File: config.mk
export PLATFORM = sky130hd
export DESIGN_NAME = hack_boot_loader
export DESIGN_NICKNAME = d
export VERILOG_FILES = /design/src/rtl/hack_boot_loader.sv
export SDC_FILE = /design/constraint.sdc
export NUM_CORES = 1
export LEC_CHECK = 0
export ABC_CLOCK_PERIOD_IN_PS = 6510
export BUFFER_PORTS_ARGS = -buffer_cell sky130_fd_sc_hd__buf_4
export CAP_MARGIN = 20
export CELL_PAD_IN_SITES_DETAIL_PLACEMENT = 1
export CELL_PAD_IN_SITES_GLOBAL_PLACEMENT = 2
export CORE_ASPECT_RATIO = 1.1
export CORE_MARGIN = 3
export CORE_UTILIZATION = 41
export CTS_CLUSTER_DIAMETER = 200
export DETAILED_ROUTE_END_ITERATION = 8
export GPL_TIMING_DRIVEN = 0
export PLACE_DENSITY = 0.91
export SLEW_MARGIN = 20
export SYNTH_ARGS = -nofsm -noshare
export SYNTH_HDL_FRONTEND = slang
export SYNTH_SLANG_ARGS = --single-unit
File: constraint.sdc
create_clock -name clk -period 6.51 [get_ports clk]
set_clock_uncertainty 0.05 [all_clocks]
set_input_delay 1.302 -clock clk [delete_from_list [all_inputs] [get_ports clk]]
set_output_delay 1.302 -clock clk [all_outputs]
set_load 0.02 [all_outputs]
File: src/rtl/hack_boot_loader.sv
// Boot sequencer: takes a big-endian word-count-prefixed byte stream and writes it into
// instruction memory, holding the CPU in reset until the image is complete.
module hack_boot_loader #(
  parameter int ROM_DEPTH      = 32768,
  parameter int TIMEOUT_CYCLES = 1000000
) (
  input  logic        clk,
  input  logic        reset_n,
  input  logic [7:0]  rx_data,
  input  logic        rx_valid,
  output logic        rx_ready,
  input  logic        reload,
  output logic        rom_we,
  output logic [15:0] rom_addr,
  output logic [15:0] rom_wdata,
  output logic        cpu_reset,
  output logic        done,
  output logic        error,
  output logic [2:0]  state_dbg
);

  // Handshake: a byte moves on a rising edge where rx_valid && rx_ready; rx_ready is a
  // pure decode of the state, so it never depends combinationally on rx_valid.

  typedef enum logic [2:0] {
    S_CNT_HI = 3'd0,
    S_CNT_LO = 3'd1,
    S_DAT_HI = 3'd2,
    S_DAT_LO = 3'd3,
    S_WRITE  = 3'd4,
    S_RUN    = 3'd5,
    S_ERROR  = 3'd6
  } state_t;

  localparam int              TW         = (TIMEOUT_CYCLES < 1) ? 1 : $clog2(TIMEOUT_CYCLES + 1);
  localparam bit              TIMEOUT_EN = (TIMEOUT_CYCLES != 0);
  localparam logic [TW-1:0]   TIMER_LAST = TW'(TIMEOUT_CYCLES - 1);
  localparam logic [16:0]     DEPTH17    = 17'(ROM_DEPTH);

  state_t        state_q, state_d;
  logic [15:0]   count_q;
  logic [15:0]   index_q;
  logic [7:0]    hi_q;
  logic [TW-1:0] timer_q;

  logic        xfer;
  logic [15:0] n_full;
  logic        last_word;
  logic        timed;
  logic        timeout_hit;
  logic        reload_ok;

  assign rx_ready  = (state_q == S_CNT_HI) || (state_q == S_CNT_LO) ||
                     (state_q == S_DAT_HI) || (state_q == S_DAT_LO);
  assign xfer      = rx_valid && rx_ready;
  assign n_full    = {count_q[15:8], rx_data};
  assign last_word = (index_q == (count_q - 16'd1));
  assign timed     = (state_q == S_CNT_LO) || (state_q == S_DAT_HI) || (state_q == S_DAT_LO);
  // The idle cycle that would bring the count to the limit trips the error; a transfer
  // on that same cycle takes precedence.
  assign timeout_hit = TIMEOUT_EN && timed && !xfer && (timer_q == TIMER_LAST);
  assign reload_ok   = reload && ((state_q == S_RUN) || (state_q == S_ERROR));

  assign rom_we    = (state_q == S_WRITE);
  assign cpu_reset = (state_q != S_RUN);
  assign done      = (state_q == S_RUN);
  assign error     = (state_q == S_ERROR);
  assign state_dbg = state_q;

  always_comb begin
    state_d = state_q;
    unique case (state_q)
      S_CNT_HI: if (xfer) state_d = S_CNT_LO;
      S_CNT_LO: begin
        if (xfer) begin
          if (n_full == 16'd0)               state_d = S_RUN;
          else if ({1'b0, n_full} > DEPTH17) state_d = S_ERROR;
          else                               state_d = S_DAT_HI;
        end else if (timeout_hit) begin
          state_d = S_ERROR;
        end
      end
      S_DAT_HI: begin
        if (xfer)             state_d = S_DAT_LO;
        else if (timeout_hit) state_d = S_ERROR;
      end
      S_DAT_LO: begin
        if (xfer)             state_d = S_WRITE;
        else if (timeout_hit) state_d = S_ERROR;
      end
      S_WRITE:  state_d = last_word ? S_RUN : S_DAT_HI;
      S_RUN:    if (reload) state_d = S_CNT_HI;
      S_ERROR:  if (reload) state_d = S_CNT_HI;
      default:  state_d = S_ERROR;
    endcase
  end

  always_ff @(posedge clk or negedge reset_n) begin
    if (!reset_n) begin
      state_q   <= S_CNT_HI;
      count_q   <= 16'd0;
      index_q   <= 16'd0;
      hi_q      <= 8'd0;
      rom_addr  <= 16'd0;
      rom_wdata <= 16'd0;
      timer_q   <= '0;
    end else begin
      state_q <= state_d;
      if (state_q == S_CNT_HI && xfer) count_q[15:8] <= rx_data;
      if (state_q == S_CNT_LO && xfer) begin
        count_q[7:0] <= rx_data;
        index_q      <= 16'd0;
      end
      if (state_q == S_DAT_HI && xfer) hi_q <= rx_data;
      // Address/data are staged when the low byte lands so they are stable for the
      // single WRITE cycle and simply hold afterwards.
      if (state_q == S_DAT_LO && xfer) begin
        rom_addr  <= index_q;
        rom_wdata <= {hi_q, rx_data};
      end
      if (state_q == S_WRITE && !last_word) index_q <= index_q + 16'd1;
      if (reload_ok) index_q <= 16'd0;

      if (xfer || (state_d != state_q)) timer_q <= '0;
      else if (TIMEOUT_EN && timed)     timer_q <= timer_q + TW'(1);
    end
  end

endmodule
==> summary.txt <==
Routing
  • Antenna Violating Nets Remaining: 0
  • Avg Vias per Cell: 5.743
  • 1st-pass router iterations: 6
  • Drt total wl: 12.98 mm
  • Starting DRT DRC Count: 157
  • DR vias: 3,859
  • WL/cell: 19.31 microns
  • # DRC: 0

Yosys
  • Syn Area/Cell: 10.64 sq um
  • Cell taking the most area after synthesis: dfrtp_1
  • Yosys cell types: 56
  • Cell area after synthesis: 0.004842 sq mm
  • Post-synthesis sequential area ratio: 0.4910
  • Share of the synthesized area in the top cell type: 0.4910
  • Synth Flop Type: dfrtp_1
  • Post-synth EDFFs: 0
  • FF+latch count, synth: 95
  • Synth warnings: 0
  • Async SR Flop Fraction: 1.000
  • Syn Inst Count: 455
  • Syn Nets: 470
  • Largest cells by area after synthesis: dfrtp_1 49%, mux2_2 12%, xnor2_1 3.8%

Clock network
  • Post-CTS setup buffer count: 0
  • Cts repair resizes: 0
  • Cts hold-fix bufs: 0
  • Clock root buffer: clkbuf_16
  • Clock tree from TritonCTS: built
  • Clk_lat worst skew: 0.35 ns
  • CTS max path bufs: 2
  • H-Tree Depth: 3
  • Worst-path clk slew: 0.07 ns
  • CTS sink cnt: 95
  • TritonCTS Buffers: 9

Cells and area
  • Final cell count without fillers: 672
  • Share of cells above drive strength 1: 0.2586
  • Most frequent cells in the layout: 95 x dfrtp_1, 52 x mux2_2, 51 x buf_4
  • ANT cells: 0
  • Most common cell after layout, fill and taps aside: dfrtp_1
  • Area Overhead vs Synth: 17.80%
  • Final nets: 532

Timing
  • Fmax: 286.3 MHz
  • RSZ-0062 raised after global routing: no
  • Setup Viol. Count Final: 0
  • Setup TNS: 0 ns
  • Final Hold Fails: 0
  • Relative slew slack: 0.3844
  • Crit share post-route: 0.5366
  • Pins Over Slew Limit: 0
  • Worst slew pin tran: 0.9150 ns
  • Fin crit period: 3.493 ns

Placement
  • Number of port buffers: 51
  • Routability cong.: 0.8452
  • DP Cell Count: 656
  • Final HPWL DP: 9.328 mm

Power and ir drop
  • Sw Share: 0.3973
  • Cell Int Power: 1477 uW
  • VDD IR max: 0.1681 mV
  • Sequential share of power: 0.382
  • Leak: 0.002440 uW
  • Clock share of power: 0.209
  • Comb power frac: 0.408
  • Net Sw Power: 973.6 uW
  • PwrDens: 429.6 mW/mm^2

Global route
  • Largest net degree at the start of global routing: 96
  • Initial antenna violation count: 0
  • GRT overflow: 0
  • GRT Total Usage: 0.2075
  • Vias in the first global route: 4,057
  • First-pass GRT wire length: 21.30 mm

Setup path
  • Critical Path End Type: flop
  • Required @ worst endpoint: 6.67 ns
  • CP arrival: 3.66 ns
  • CP Max Fanout: 10
  • WS Path Type: in2reg
  • Startpoint Class: primary input

Floorplan
  • Initial Util: 0.4214
  • Std cell rows: 41
  • Core ar.: 0.01149 sq mm
  • Die area: 0.01315 sq mm
  • IO Pins: 52
  • Die W: 109.6 microns
  • Die H: 120.0 microns

Run status
  • Status: complete, no violations

Hold path
  • HP Class: reg2reg

Job
  • Maxcap violations: 0
==> kinds of logic (layout without fill, tap and decap cells) <==
group	after synthesis	after routing	share of synthesized area
adder cells (fa/ha/maj)	3	3	0.007753
XOR/XNOR	40	40	0.07235
buffers and inverters	34	101	0.03178
AO/OA/AOI/OAI	64	64	0.08889
flip-flops	95	95	0.4910
multiplexers	54	54	0.1251
AND/OR/NAND/NOR	165	165	0.1832
==> final timing paths <==
kind	start	slack, ns	end	cells after the start
max	rx_valid	3.02	timer_q[11]$_DFFE_PN0P_	9
min	rom_addr[10]$_DFFE_PN0P_	0.46	rom_addr[10]$_DFFE_PN0P_	2
max reg2reg	count_q[0]$_DFFE_PN0P_	3.17	index_q[12]$_DFFE_PN0P_	12
min reg2reg	rom_addr[10]$_DFFE_PN0P_	0.46	rom_addr[10]$_DFFE_PN0P_	2
max in group asynchronous	reset_n	4.83	hi_q[7]$_DFFE_PN0P_	1
min in group asynchronous	reset_n	0.98	count_q[2]$_DFFE_PN0P_	1
==> cell usage after synthesis, drive strengths merged (3+ instances only) <==
library cell and number:
ha 3, inv 10, mux2 52, nand3 12, nand4 16, buf 4
o311ai 3, xnor2 21, xor2 19, nand2 31, a21oi 16, or2 4
nor4 12, o211ai 10, nor3 11, or3 6, nor2 37, nor2b 3
and3 6, or4 12, clkbuf 19, dfrtp 95, o21ai 14, o31ai 7
==> through the flow <==
stage / setup slack [ns] / area, sq um / power [uW] / utilization / hold slack, ns
2_1_floorplan: 3.431 / 4842 / 1569 / - / 0.4267
3_3_place_gp: 2.809 / 5413 / 1894 / 0.4710 / 0.4331
3_5_place_dp: 2.707 / 5416 / 1949 / 0.4714 / 0.4455
4_1_cts: 3.071 / 5699 / 2472 / 0.4960 / 0.4616
5_1_grt: 2.820 / 5704 / 2603 / 0.4964 / 0.4720
6_report: 3.017 / 5704 / 2450 / 0.4964 / 0.4595
==> layer usage <==
layer | GRT usage | vias to the layer above | part of all wire
met1 | 0.2595 | 1974 | 0.43
met5 | 0 | - | 0
met4 | 0.08652 | 0 | 0.030
met3 | 0.02851 | 29 | 0.020
met2 | 0.3557 | 65 | 0.52
li1 | - | 1791 | -
==> final cells by class <==
cell class | count | area [sq um]
Buffer | 23 | 112.6
Clock buffer | 9 | 225.2
Clock inverter | 7 | 57.56
Fill cell | 1301 | 5787
Inverter | 11 | 41.29
Multi-Input combinational cell | 326 | 2316
Sequential cell | 95 | 2377
Tap cell | 150 | 187.7
Timing Repair Buffer | 51 | 386.6
==> state kept, by name, indices dropped and copies added, names as in the netlist <==
signal and flops:
hi_q 8, timer_q 20, rom_wdata 16, count_q 16
index_q 16, state_dbg 3, rom_addr 16
==> worst max-delay path, stage by stage <==
cell	delay (ns)
buf_4	0.14
nand2b_1	0.20
nand4_1	0.12
nor4_1	0.76
a21oi_1	0.16
a311o_1	0.34
nand3_1	0.10
clkbuf_1	0.42
nor2_1	0.12
==> power groups by stage <==
stage	Sequential [uW]	Combinational, uW	Clock (uW)
2_1_floorplan	999	570	0
3_3_place_gp	928	966	0
3_5_place_dp	947	1000	0
4_1_cts	937	1010	525
5_1_grt	965	1090	548
6_report	937	1000	513
(Power assumes the default switching activity.)
